## src/rtl/fifo_rd_ctrl_pkg.sv

```systemverilog
// Shared definitions for the FIFO read-side controller and its skid buffer.
package fifo_rd_ctrl_pkg;

    // Default geometry of the team's FIFO memory block
    localparam int unsigned FIFO_DEPTH  = 8;
    localparam int unsigned FIFO_DATA_W = 10;

    // Occupancy count width: holds 0..depth+2
    localparam int unsigned COUNT_W = 4;

    // Error vector layout
    localparam int unsigned ERR_W   = 2;
    localparam int unsigned ERR_OVF = 0;
    localparam int unsigned ERR_UNF = 1;

    // Output skid buffer geometry
    localparam int unsigned SKID_DEPTH = 2;
    localparam int unsigned OCC_W      = 2;

endpackage : fifo_rd_ctrl_pkg

```

## src/rtl/fifo_skid_buf.sv

```systemverilog
// Two-entry valid/ready output buffer. Captures returning memory words at the
// tail and presents the head downstream; a pop promotes the second slot to the
// head in the same edge so back-to-back pops see no bubble.
module fifo_skid_buf
    import fifo_rd_ctrl_pkg::*;
#(
    parameter int unsigned data_width = FIFO_DATA_W
) (
    input  logic                  clk,
    input  logic                  reset_L,
    input  logic                  capture,
    input  logic [data_width-1:0] cap_data,
    input  logic                  pop,
    output logic [data_width-1:0] head_data,
    output logic                  valid,
    output logic [OCC_W-1:0]      occupancy
);

    localparam logic [OCC_W-1:0] OCC_ZERO = OCC_W'(0);
    localparam logic [OCC_W-1:0] OCC_ONE  = OCC_W'(1);
    localparam logic [OCC_W-1:0] OCC_FULL = OCC_W'(SKID_DEPTH);

    logic [data_width-1:0] tail_data;

    // Slot bookkeeping: capture appends at the tail, pop advances the head
    always_ff @(posedge clk or negedge reset_L) begin
        if (!reset_L) begin
            head_data <= '0;
            tail_data <= '0;
            occupancy <= OCC_ZERO;
            valid     <= 1'b0;
        end else begin
            case ({capture, pop})
                2'b10: begin
                    if (occupancy == OCC_ZERO) begin
                        head_data <= cap_data;
                    end else begin
                        tail_data <= cap_data;
                    end
                    occupancy <= occupancy + OCC_ONE;
                    valid     <= 1'b1;
                end
                2'b01: begin
                    if (occupancy == OCC_FULL) begin
                        head_data <= tail_data;
                    end
                    occupancy <= occupancy - OCC_ONE;
                    valid     <= (occupancy == OCC_FULL);
                end
                2'b11: begin
                    // Occupancy is unchanged; the new word lands behind the survivor
                    if (occupancy == OCC_FULL) begin
                        head_data <= tail_data;
                        tail_data <= cap_data;
                    end else begin
                        head_data <= cap_data;
                    end
                end
                default: begin
                end
            endcase
        end
    end

endmodule : fifo_skid_buf

```

## src/rtl/fifo_rd_ctrl.sv

```systemverilog
// Read-side controller for the 8-entry FIFO memory block. Mirrors the writer's
// push stream to track memory occupancy, issues the memory read strobe, absorbs
// the 1-cycle read latency in a 2-entry skid buffer and produces the status
// flags used by the writer for flow control.
// Build option: define FIFO_RD_CTRL_ERR_EN to build sticky overflow/underflow
// detection on error[]; otherwise error is tied to zero.
module fifo_rd_ctrl
    import fifo_rd_ctrl_pkg::*;
#(
    parameter int unsigned data_width = FIFO_DATA_W,
    parameter int unsigned depth      = FIFO_DEPTH,
    parameter int unsigned af_margin  = 1,
    parameter int unsigned ae_margin  = 1
) (
    input  logic                  clk,
    input  logic                  reset_L,
    input  logic                  push,
    input  logic [data_width-1:0] mem_data_in,
    output logic                  rdmem_enable,
    output logic [data_width-1:0] data_out,
    output logic                  valid,
    input  logic                  ready,
    output logic [COUNT_W-1:0]    fifo_count,
    output logic                  empty,
    output logic                  full,
    output logic                  almost_full,
    output logic                  almost_empty,
    output logic [ERR_W-1:0]      error
);

    localparam int unsigned       PTR_W   = $clog2(depth);
    localparam logic [COUNT_W-1:0] DEPTH_C = COUNT_W'(depth);
    localparam logic [COUNT_W-1:0] AF_LVL  = COUNT_W'(depth - af_margin);
    localparam logic [COUNT_W-1:0] AE_LVL  = COUNT_W'(ae_margin);

    logic [COUNT_W-1:0] mem_count;
    logic               inflight;
    logic [PTR_W-1:0]   rd_ptr;
    logic [OCC_W-1:0]   buf_occ;

    logic               pop_c;
    logic               push_ok_c;
    logic [OCC_W-1:0]   credits_c;
    logic [OCC_W-1:0]   occ_nxt_c;
    logic [COUNT_W-1:0] mem_count_nxt_c;
    logic [COUNT_W-1:0] fifo_count_nxt_c;

    // Read issue and next-state occupancy arithmetic
    always_comb begin
        pop_c            = valid & ready;
        push_ok_c        = push & (mem_count != DEPTH_C);
        credits_c        = OCC_W'(SKID_DEPTH) - buf_occ - OCC_W'(inflight);
        rdmem_enable     = (mem_count != '0) & ((credits_c != '0) | pop_c);
        occ_nxt_c        = buf_occ + OCC_W'(inflight) - OCC_W'(pop_c);
        mem_count_nxt_c  = mem_count;
        if (push_ok_c && !rdmem_enable) begin
            mem_count_nxt_c = mem_count + COUNT_W'(1);
        end else if (!push_ok_c && rdmem_enable) begin
            mem_count_nxt_c = mem_count - COUNT_W'(1);
        end
        fifo_count_nxt_c = mem_count_nxt_c + COUNT_W'(rdmem_enable) + COUNT_W'(occ_nxt_c);
    end

    // Counts, in-flight tracking, read index and registered status flags
    always_ff @(posedge clk or negedge reset_L) begin
        if (!reset_L) begin
            mem_count    <= '0;
            inflight     <= 1'b0;
            rd_ptr       <= '0;
            fifo_count   <= '0;
            empty        <= 1'b1;
            full         <= 1'b0;
            almost_full  <= 1'b0;
            almost_empty <= 1'b1;
        end else begin
            mem_count    <= mem_count_nxt_c;
            inflight     <= rdmem_enable;
            rd_ptr       <= rd_ptr + PTR_W'(rdmem_enable);
            fifo_count   <= fifo_count_nxt_c;
            empty        <= (fifo_count_nxt_c == '0);
            full         <= (mem_count_nxt_c == DEPTH_C);
            almost_full  <= (mem_count_nxt_c >= AF_LVL);
            almost_empty <= (fifo_count_nxt_c <= AE_LVL);
        end
    end

    // Returning read data is captured only while its read is still in flight
    fifo_skid_buf #(
        .data_width (data_width)
    ) u_skid (
        .clk        (clk),
        .reset_L    (reset_L),
        .capture    (inflight),
        .cap_data   (mem_data_in),
        .pop        (pop_c),
        .head_data  (data_out),
        .valid      (valid),
        .occupancy  (buf_occ)
    );

`ifdef FIFO_RD_CTRL_ERR_EN
    logic [ERR_W-1:0] err_q;

    // Sticky overflow (push while full) and underflow (strobe on empty queue)
    always_ff @(posedge clk or negedge reset_L) begin
        if (!reset_L) begin
            err_q <= '0;
        end else begin
            if (push && (mem_count == DEPTH_C)) begin
                err_q[ERR_OVF] <= 1'b1;
            end
            if (ready && !valid && (fifo_count == '0)) begin
                err_q[ERR_UNF] <= 1'b1;
            end
        end
    end

    assign error = err_q;
`else
    assign error[ERR_OVF] = 1'b0;
    assign error[ERR_UNF] = 1'b0;
`endif

endmodule : fifo_rd_ctrl

```

## config.mk

```make
export PLATFORM = sky130hd
export DESIGN_NAME = fifo_rd_ctrl
export DESIGN_NICKNAME = d
export VERILOG_FILES = /design/src/rtl/fifo_rd_ctrl_pkg.sv /design/src/rtl/fifo_skid_buf.sv /design/src/rtl/fifo_rd_ctrl.sv
export SDC_FILE = /design/constraint.sdc
export NUM_CORES = 1
export LEC_CHECK = 0
export CORE_MARGIN = 1
export CORE_UTILIZATION = 56
export DETAILED_ROUTE_END_ITERATION = 8
export PLACE_DENSITY = 0.94
export SETUP_SLACK_MARGIN = 0.4
export SYNTH_ARGS = -nofsm -noshare
export SYNTH_HDL_FRONTEND = slang
export SYNTH_SLANG_ARGS = --single-unit
```

## constraint.sdc

```tcl
create_clock -name clk -period 10.7 [get_ports clk]
set_clock_uncertainty 0.05 [all_clocks]
set_input_delay 2.14 -clock clk [delete_from_list [all_inputs] [get_ports clk]]
set_output_delay 2.14 -clock clk [all_outputs]
set_load 0.02 [all_outputs]
```

==> run_results.csv, run 1 <==
group,metric,value,unit
status,outcome,"finished, final reports clean",
route,viasPerCell,5.59,
placed_design,gp_congestion,0.863,
layout,fin_nets,238,
timing,tightest_slew,1160,ps
layout,drive_gt1_frac,0.131,
global_route,track_usage,0.224,
placed_design,dpl_cell_area,2310,um^2
clock_tree,clk-insertion-delay-late,320,ps
floorplan,die_y,61.1,um
run,max_cap_viol_count,0,
timing,maxSlewViolCount,0,
timing,period_share,0.580,
yosys,synth_compound_area_frac,0.141,
yosys,yosys.area_share.simple,0.122,
worst_setup_path,end_kind,"output pin",
route,drt_pass1_iterations,4,
placed_design,io_buffers,33,
floorplan,dieWidth,61.1,um
floorplan,row_count,21,
worst_setup_path,crit_path_max_fanout,9,
yosys,synth_top_family_by_area,"compound AO/OA/AOI/OAI gates",
hold_path,min_delay_path_depth,1,
route,drc_errors,0,
placed_design,hpwl,2720,um
global_route,grt_max_degree,37,
route,drtAntennaViolNets,0,
yosys,async_flop_share,1.00,
clock_tree,cts_setup_buffers,0,
timing,final_hold_viol_count,0,
global_route,gr-total-overflow,0,
timing,setup_viol,0,
floorplan,die-area,3740,um^2
layout,antennaDiodeCount,0,
worst_setup_path,r2r-end,"empty$_DFF_PN1_",
yosys,synthMuxAreaShare,0.0914,
worst_setup_path,crit_required,8510,ps
clock_tree,clockRootBuffer,"clkbuf_4",
clock_tree,cts_tree,"built",
timing,period_needed,6210,ps
global_route,grt_pass1_vias,1346,
yosys,seq_area_frac_synth,0.462,
worst_setup_path,crit_path_start,"ready",
clock_tree,clockBufferDepth,2,
hold_path,hold_start,"u_skid.tail_data[6]$_DFFE_PN0P_",
yosys,ys_types,47,
yosys,synth-seq-cells,36,
timing,slew_headroom,0.223,
route,wl_per_cell,14.5,um
floorplan,initial_core_util,0.586,
yosys,ys.flop_type,"dfrtp_1",
clock_tree,post_cts_resized,0,
layout,postLayoutCellArea,2370,um^2
timing,rsz0062_at_grt,"false",
yosys,netlist_area,1960,um^2
yosys,synth-xor-area-share,0.0486,
clock_tree,path_clk_slew,100,ps
worst_setup_path,regToRegSetupSlack,6980,ps
floorplan,core_area,3340,um^2
route,totalWireLength,3750,um
hold_path,min_to,"u_skid.tail_data[6]$_DFFE_PN0P_",
timing,max_freq,161,MHz
floorplan,num_io_pins,36,
worst_setup_path,crit_type,"input pin to output pin",
yosys,synth.avg_cell_area,10.9,um^2
yosys,synth-edff-count,0,
hold_path,hold_path.class,"flop to flop",
clock_tree,h-tree-depth,2,
global_route,antenna_found_initial,0,
worst_setup_path,r2r_cells,13,
yosys,synth_adder_area_share,0.0844,
worst_setup_path,start_kind,"input pin",
clock_tree,cts_hold_buf,0,
clock_tree,cts_sinks,36,
worst_setup_path,crit_arrival,4020,ps
global_route,grt_first_pass_wirelength,5950,um
layout,nFillCells,251,
route,num_vias,1447,
clock_tree,cts_inserted_buffers,5,
worst_setup_path,r2r_start,"u_skid.occupancy[0]$_DFFE_PN0P_",
yosys,syn-instance-count,179,
layout,syn_to_final_growth,20.9,%
timing,setup-tns-final,0,ps
yosys,ys_warn_count,0,
route,first_iter_violations,60,
==> layer usage <==
metal | GRT usage | routed length (um)
met5 | 0 | 0
met4 | 0.104 | 56
met1 | 0.279 | 1640
met2 | 0.359 | 1920
met3 | 0.0672 | 128
==> synthesized netlist by cell type, drive strengths merged (4+ instances only) <==
library cell,n,area [um^2]
nor2,21,78.8
inv,10,37.5
xnor2,7,61.3
mux2i,4,40.0
nand2,6,22.5
ha,10,125
mux2,12,139
a21oi,12,71.3
a22oi,10,75.1
clkbuf,5,18.8
dfrtp,34,851
buf,4,30.0
or4,4,33.8
==> sequential cells by signal (all words and copies together), names as in the netlist <==
signal	flops
almost_empty	1
almost_full	1
empty	1
fifo_count	4
full	1
inflight	1
mem_count	4
u_skid.head_data	10
u_skid.occupancy	2
u_skid.tail_data	10
u_skid.valid	1
==> placed cells by master (no fill, tap or decap), types with 4 or more instances in the layout <==
cell type / synthesis / routed
clkdlybuf4s50_1: 0 / 33
a21oi_1: 11 / 11
a22oi_1: 10 / 10
xnor2_1: 7 / 7
dfrtp_1: 34 / 34
ha_1: 10 / 10
nand2_1: 6 / 6
mux2_2: 11 / 11
inv_1: 10 / 10
mux2i_1: 4 / 4
clkbuf_4: 0 / 5
nor2_1: 21 / 21
==> worst max-delay path, cell delays in order <==
cell and delay (ps):
clkdlybuf4s50_1 450, and2_1 310, nor3_4 120, nor2_1 320
clkdlybuf4s50_1 670
==> worst max path at each step <==
stage / end / slack (ps) / cells past startpoint
2_1_floorplan: rdmem_enable / 5440 / 4
3_3_place_gp: rdmem_enable / 4530 / 5
3_5_place_dp: rdmem_enable / 4510 / 5
4_1_cts: rdmem_enable / 4490 / 5
5_1_grt: rdmem_enable / 4420 / 5
6_report: rdmem_enable / 4490 / 5
==> area by class of cell <==
type	instances	area (um^2)	share of cell area
well taps	46	57.6	0.0243
inverters	11	46.3	0.0196
multi-input cells	124	962	0.407
flip-flops and latches	36	903	0.382
clock buffers	8	58.8	0.0249
repair buffers	34	338	0.143
==> cell families after synthesis <==
family,Yosys count
and+or+nand+nor,46
buffers and inverters,20
muxes,16
DFF,36
AOI/OAI and AO/OA,38
other,1
adders and majority gates,12
xor gates and xnor gates,10
==> stage by stage <==
step	hold WS (ps)	cells	setup slack, ps	utilization
3_5_place_dp	446	251	4510	0.691
6_report	469	259	4490	0.709
3_3_place_gp	439	251	4530	0.691
4_1_cts	469	259	4490	0.709
2_1_floorplan	431	180	5440	-
5_1_grt	484	259	4420	0.709
Power of run 1 is not shown: default switching activity piles up to over one toggle a cycle in this logic, so the estimate is an artifact.
==> inputs of run 2 (changes only) <==
Settings changed: CORE_UTILIZATION 56 to 52, PLACE_DENSITY 0.94 to 0.88.
Clock period 10.7 ns to 5.8 ns, I/O delays scaled along.
==> run 2 against run 1 <==
Net effect: critical endpoint unchanged; largest cell class unchanged; flip-flop and latch count unchanged; via count up 0.21%; die area up 7.4%; sequential share of layout area down 1.5 points; wire length up 7.6%; critical path depth unchanged.
==> run_results.csv, run 2 (synthesis gave the netlist of run 1 again) <==
group,metric,value,unit
status,outcome,"finished, final reports clean",
route,drtAntennaViolNets,0,
global_route,antenna_found_initial,0,
floorplan,initial_core_util,0.564,
worst_setup_path,crit_type,"input pin to output pin",
global_route,track_usage,0.220,
layout,fin_util,0.711,
timing,slew_headroom,0.221,
layout,layout_commonest_cell,"dfrtp_1",
timing,period_needed,4260,ps
route,first_iter_violations,75,
clock_tree,cts_inserted_buffers,5,
worst_setup_path,end_kind,"output pin",
route,totalWireLength,4030,um
layout,final_cell_mix,"34 x dfrtp_1, 33 x clkdlybuf4s50_1, 21 x nor2_1",
route,wl_per_cell,15.6,um
floorplan,num_io_pins,36,
clock_tree,cts_tree,"built",
floorplan,core_area,3470,um^2
route,drc_errors,0,
placed_design,hpwl,2810,um
timing,maxSlewViolCount,0,
route,viasPerCell,5.60,
clock_tree,clockBufferDepth,2,
worst_setup_path,crit_arrival,3050,ps
clock_tree,path_clk_slew,80,ps
layout,syn_to_final_growth,26.0,%
timing,rsz0062_at_grt,"false",
clock_tree,post_cts_resized,0,
layout,fin_nets,238,
timing,max_freq,235,MHz
worst_setup_path,start_kind,"input pin",
global_route,grt_pass1_vias,1447,
global_route,grt_max_degree,37,
layout,top_regs,"u_skid.head_data x10, u_skid.tail_data x10",
floorplan,row_count,21,
timing,setup-tns-final,0,ps
hold_path,hold_path.class,"flop to flop",
clock_tree,h-tree-depth,2,
clock_tree,cts_sinks,36,
route,num_vias,1450,
timing,final_hold_viol_count,0,
placed_design,io_buffers,33,
worst_setup_path,crit_required,4590,ps
clock_tree,cts_hold_buf,0,
floorplan,dieWidth,63.3,um
global_route,gr-total-overflow,0,
floorplan,die_y,63.3,um
clock_tree,cts_setup_buffers,0,
layout,drive_gt1_frac,0.141,
placed_design,gp_congestion,0.850,
worst_setup_path,crit_path_max_fanout,9,
timing,tightest_slew,1160,ps
floorplan,die-area,4010,um^2
route,drt_pass1_iterations,4,
clock_tree,clockRootBuffer,"clkbuf_8",
clock_tree,clk-insertion-delay-late,290,ps
layout,antennaDiodeCount,0,
timing,setup_viol,0,
timing,period_share,0.734,
global_route,grt_first_pass_wirelength,6640,um
run,max_cap_viol_count,0,
-- run 2: cell types whose count changed in the layout (fill, tap and decap cells not counted) --
cell / previous run / this run
bufinv_16: 0 / 3
clkbuf_1: 2 / 0
clkbuf_4: 5 / 0
clkbuf_8: 1 / 5
-- run 2: path summary, 6_finish.rpt --
| kind | slack [ps] | cells after the start | startpoint | endpoint |
|---|---|---|---|---|
| setup / recovery | 1540 | 5 | ready | rdmem_enable |
| hold / removal | 460 | 1 | u_skid.tail_data[2]$_DFFE_PN0P_ | u_skid.tail_data[2]$_DFFE_PN0P_ |
| setup reg to reg | 2020 | 13 | u_skid.occupancy[0]$_DFFE_PN0P_ | empty$_DFF_PN1_ |
| hold reg to reg | 460 | 1 | u_skid.tail_data[2]$_DFFE_PN0P_ | u_skid.tail_data[2]$_DFFE_PN0P_ |
| max in group asynchronous | 4130 | 2 | reset_L | almost_empty$_DFF_PN1_ |
| min in group asynchronous | 1230 | 2 | reset_L | u_skid.head_data[0]$_DFFE_PN0P_ |
-- run 2: through the flow --
stage	area (um^2)	std cells	hold WS (ps)	setup WS, ps
final	2470	259	461	1540
after global routing	2470	259	486	1380
after CTS	2470	259	466	1540
after detailed placement	2310	251	448	1320
after global placement	2310	251	439	1480
after floorplan	1960	180	431	1760
-- run 2: final cells by class --
| cell class | instances | area (um^2) |
|---|---|---|
| clock buffer | 5 | 68.8 |
| clock inverter | 3 | 90.1 |
| fill | 260 | 1000 |
| inverter | 11 | 46.3 |
| multi-input combinational | 124 | 962 |
| sequential | 36 | 903 |
| tap | 46 | 57.6 |
| timing repair buffer | 34 | 338 |
-- run 2: metal layers --
metal / up-vias / global-route usage / wire [um]
li1: 689 / - / -
met1: 712 / 0.262 / 1660
met4: 0 / 0.0540 / 39
met3: 7 / 0.0670 / 207
met2: 42 / 0.383 / 2120
met5: - / 0 / 0
-- run 2: critical path, stage by stage --
cell             delay [ps]
clkdlybuf4s50_1         450
and2_1                  330
nor3_4                  120
nor2_1                  300
clkdlybuf4s50_1         680
Power of run 2 is left out for the same reason.
==> inputs of run 3 (changes only) <==
Clock period 5.8 ns to 4.31 ns, I/O delays scaled along.
==> run 3 against run 2 <==
Net effect: register-to-register slack got worse by 1300 ps; wire length decreased by 4.6%; die area unchanged; non-clock buffer count increased by 3; critical endpoint is now empty$_DFF_PN1_; largest cell class unchanged; critical path depth increased by 7; count of clock-buffer cells in the layout unchanged; setup slack got worse by 960 ps; via count about the same; flip-flop and latch count unchanged; sequential share of layout area increased by 0.72 points; global-route usage decreased by 1.8 points.
==> run_results.csv, run 3 (synthesis gave the netlist of run 1 again) <==
group,metric,value,unit
status,outcome,"finished, final reports clean",
route,wl_per_cell,14.7,um
clock_tree,cts_inserted_buffers,5,
layout,layout_commonest_cell,"dfrtp_1",
worst_setup_path,slowest_delay,580,ps
run,max_cap_viol_count,0,
clock_tree,cts_hold_buf,0,
route,drt_pass1_iterations,4,
global_route,grt_first_pass_wirelength,6250,um
hold_path,hold_path.class,"flop to flop",
route,drtAntennaViolNets,0,
worst_setup_path,start_kind,"input pin",
global_route,antenna_found_initial,0,
timing,slew_headroom,0.400,
layout,antennaDiodeCount,0,
worst_setup_path,slowest_stage,"fa_1",
worst_setup_path,crit_path_max_fanout,8,
worst_setup_path,crit_type,"input pin to flop",
clock_tree,clockBufferDepth,2,
global_route,grt_max_degree,37,
timing,rsz0062_at_grt,"false",
route,drc_errors,0,
clock_tree,cts_sinks,36,
layout,syn_to_final_growth,23.6,%
floorplan,dieWidth,63.3,um
placed_design,dp_slack,177,ps
timing,period_needed,3720,ps
global_route,gr-total-overflow,0,
timing,tightest_slew,875,ps
timing,maxSlewViolCount,0,
timing,max_freq,269,MHz
placed_design,gp_congestion,0.834,
floorplan,row_count,21,
route,viasPerCell,5.54,
worst_setup_path,crit_arrival,3890,ps
timing,setup_viol,0,
floorplan,num_io_pins,36,
layout,final_cell_mix,"34 x dfrtp_1, 33 x clkdlybuf4s50_1, 21 x nor2_1",
timing,final_hold_viol_count,0,
route,totalWireLength,3850,um
timing,fin_ws,589,ps
route,num_vias,1451,
worst_setup_path,worstPathCellList,"clkdlybuf4s50_1 -> and2_2 -> nor3_4 -> nor2_1 -> o221ai_1 -> xnor2_1 -> inv_1 -> fa_1 -> fa_1 -> nor2_1 -> and3_1 -> a22o_1",
clock_tree,clockRootBuffer,"clkbuf_8",
route,first_iter_violations,100,
global_route,track_usage,0.202,
worst_setup_path,crit_required,4480,ps
worst_setup_path,end_kind,"flop",
floorplan,die_y,63.3,um
timing,setup-tns-final,0,ps
clock_tree,cts_tree,"built",
layout,drive_gt1_frac,0.157,
placed_design,hpwl,2660,um
clock_tree,h-tree-depth,2,
global_route,grt_pass1_vias,1387,
timing,period_share,0.863,
clock_tree,path_clk_slew,80,ps
clock_tree,clk-insertion-delay-late,290,ps
placed_design,io_buffers,33,
floorplan,core_area,3470,um^2
floorplan,die-area,4010,um^2
floorplan,initial_core_util,0.564,
layout,fin_nets,241,
layout,top_regs,"u_skid.head_data x10, u_skid.tail_data x10",
[run 3: stage by stage]
| stage | cell area, um^2 | hold WS, ps | utilization | cells |
|---|---|---|---|---|
| 3_5_place_dp | 2310 | 448 | 0.667 | 252 |
| 5_1_grt | 2420 | 476 | 0.697 | 262 |
| 6_report | 2420 | 464 | 0.697 | 262 |
| 3_3_place_gp | 2310 | 439 | 0.667 | 252 |
| 4_1_cts | 2400 | 466 | 0.693 | 260 |
| 2_1_floorplan | 1960 | 431 | - | 180 |
[run 3: area by class of cell]
class / count / area [um^2]
well taps: 46 / 57.6
repair buffers: 37 / 360
clock buffers: 5 / 68.8
fillers: 272 / 1050
clock inverters: 3 / 18.8
multi-input cells: 124 / 963
inverters: 11 / 46.3
flip-flops and latches: 36 / 903
[run 3: worst max-delay path, delay by kind of cell]
family	cells	cell delay, ps
adders and majority gates	2	1000
and+or+nand+nor	5	860
buffers and inverters	2	550
AOI/OAI and AO/OA	2	350
xor gates and xnor gates	1	260
[run 3: worst paths after layout]
| path | startpoint | to | slack (ps) | cells after the start |
|---|---|---|---|---|
| min | u_skid.tail_data[2]$_DFFE_PN0P_ | u_skid.tail_data[2]$_DFFE_PN0P_ | 460 | 1 |
| max in group asynchronous | reset_L | almost_empty$_DFF_PN1_ | 2920 | 2 |
| max reg2reg | mem_count[1]$_DFF_PN0_ | empty$_DFF_PN1_ | 680 | 13 |
| min reg2reg | u_skid.tail_data[2]$_DFFE_PN0P_ | u_skid.tail_data[2]$_DFFE_PN0P_ | 460 | 1 |
| max | ready | empty$_DFF_PN1_ | 590 | 12 |
| min in group asynchronous | reset_L | u_skid.tail_data[3]$_DFFE_PN0P_ | 940 | 2 |
[run 3: layer usage]
metal | routed length (um) | vias up | share of wire | global-route usage
met5 | 0 | - | 0 | 0
met4 | 65 | 0 | 0.017 | 0.0852
met1 | 1660 | 699 | 0.43 | 0.254
met2 | 1920 | 46 | 0.50 | 0.336
met3 | 203 | 7 | 0.053 | 0.0417
li1 | - | 699 | - | -
[run 3: repair_timing]
item / 4_1_cts / 5_1_grt
setup endpoints to repair: 0 / 2
gates resized for setup: 0 / 1
buffers inserted: 0 / 2
Power of run 3 is left out for the same reason.
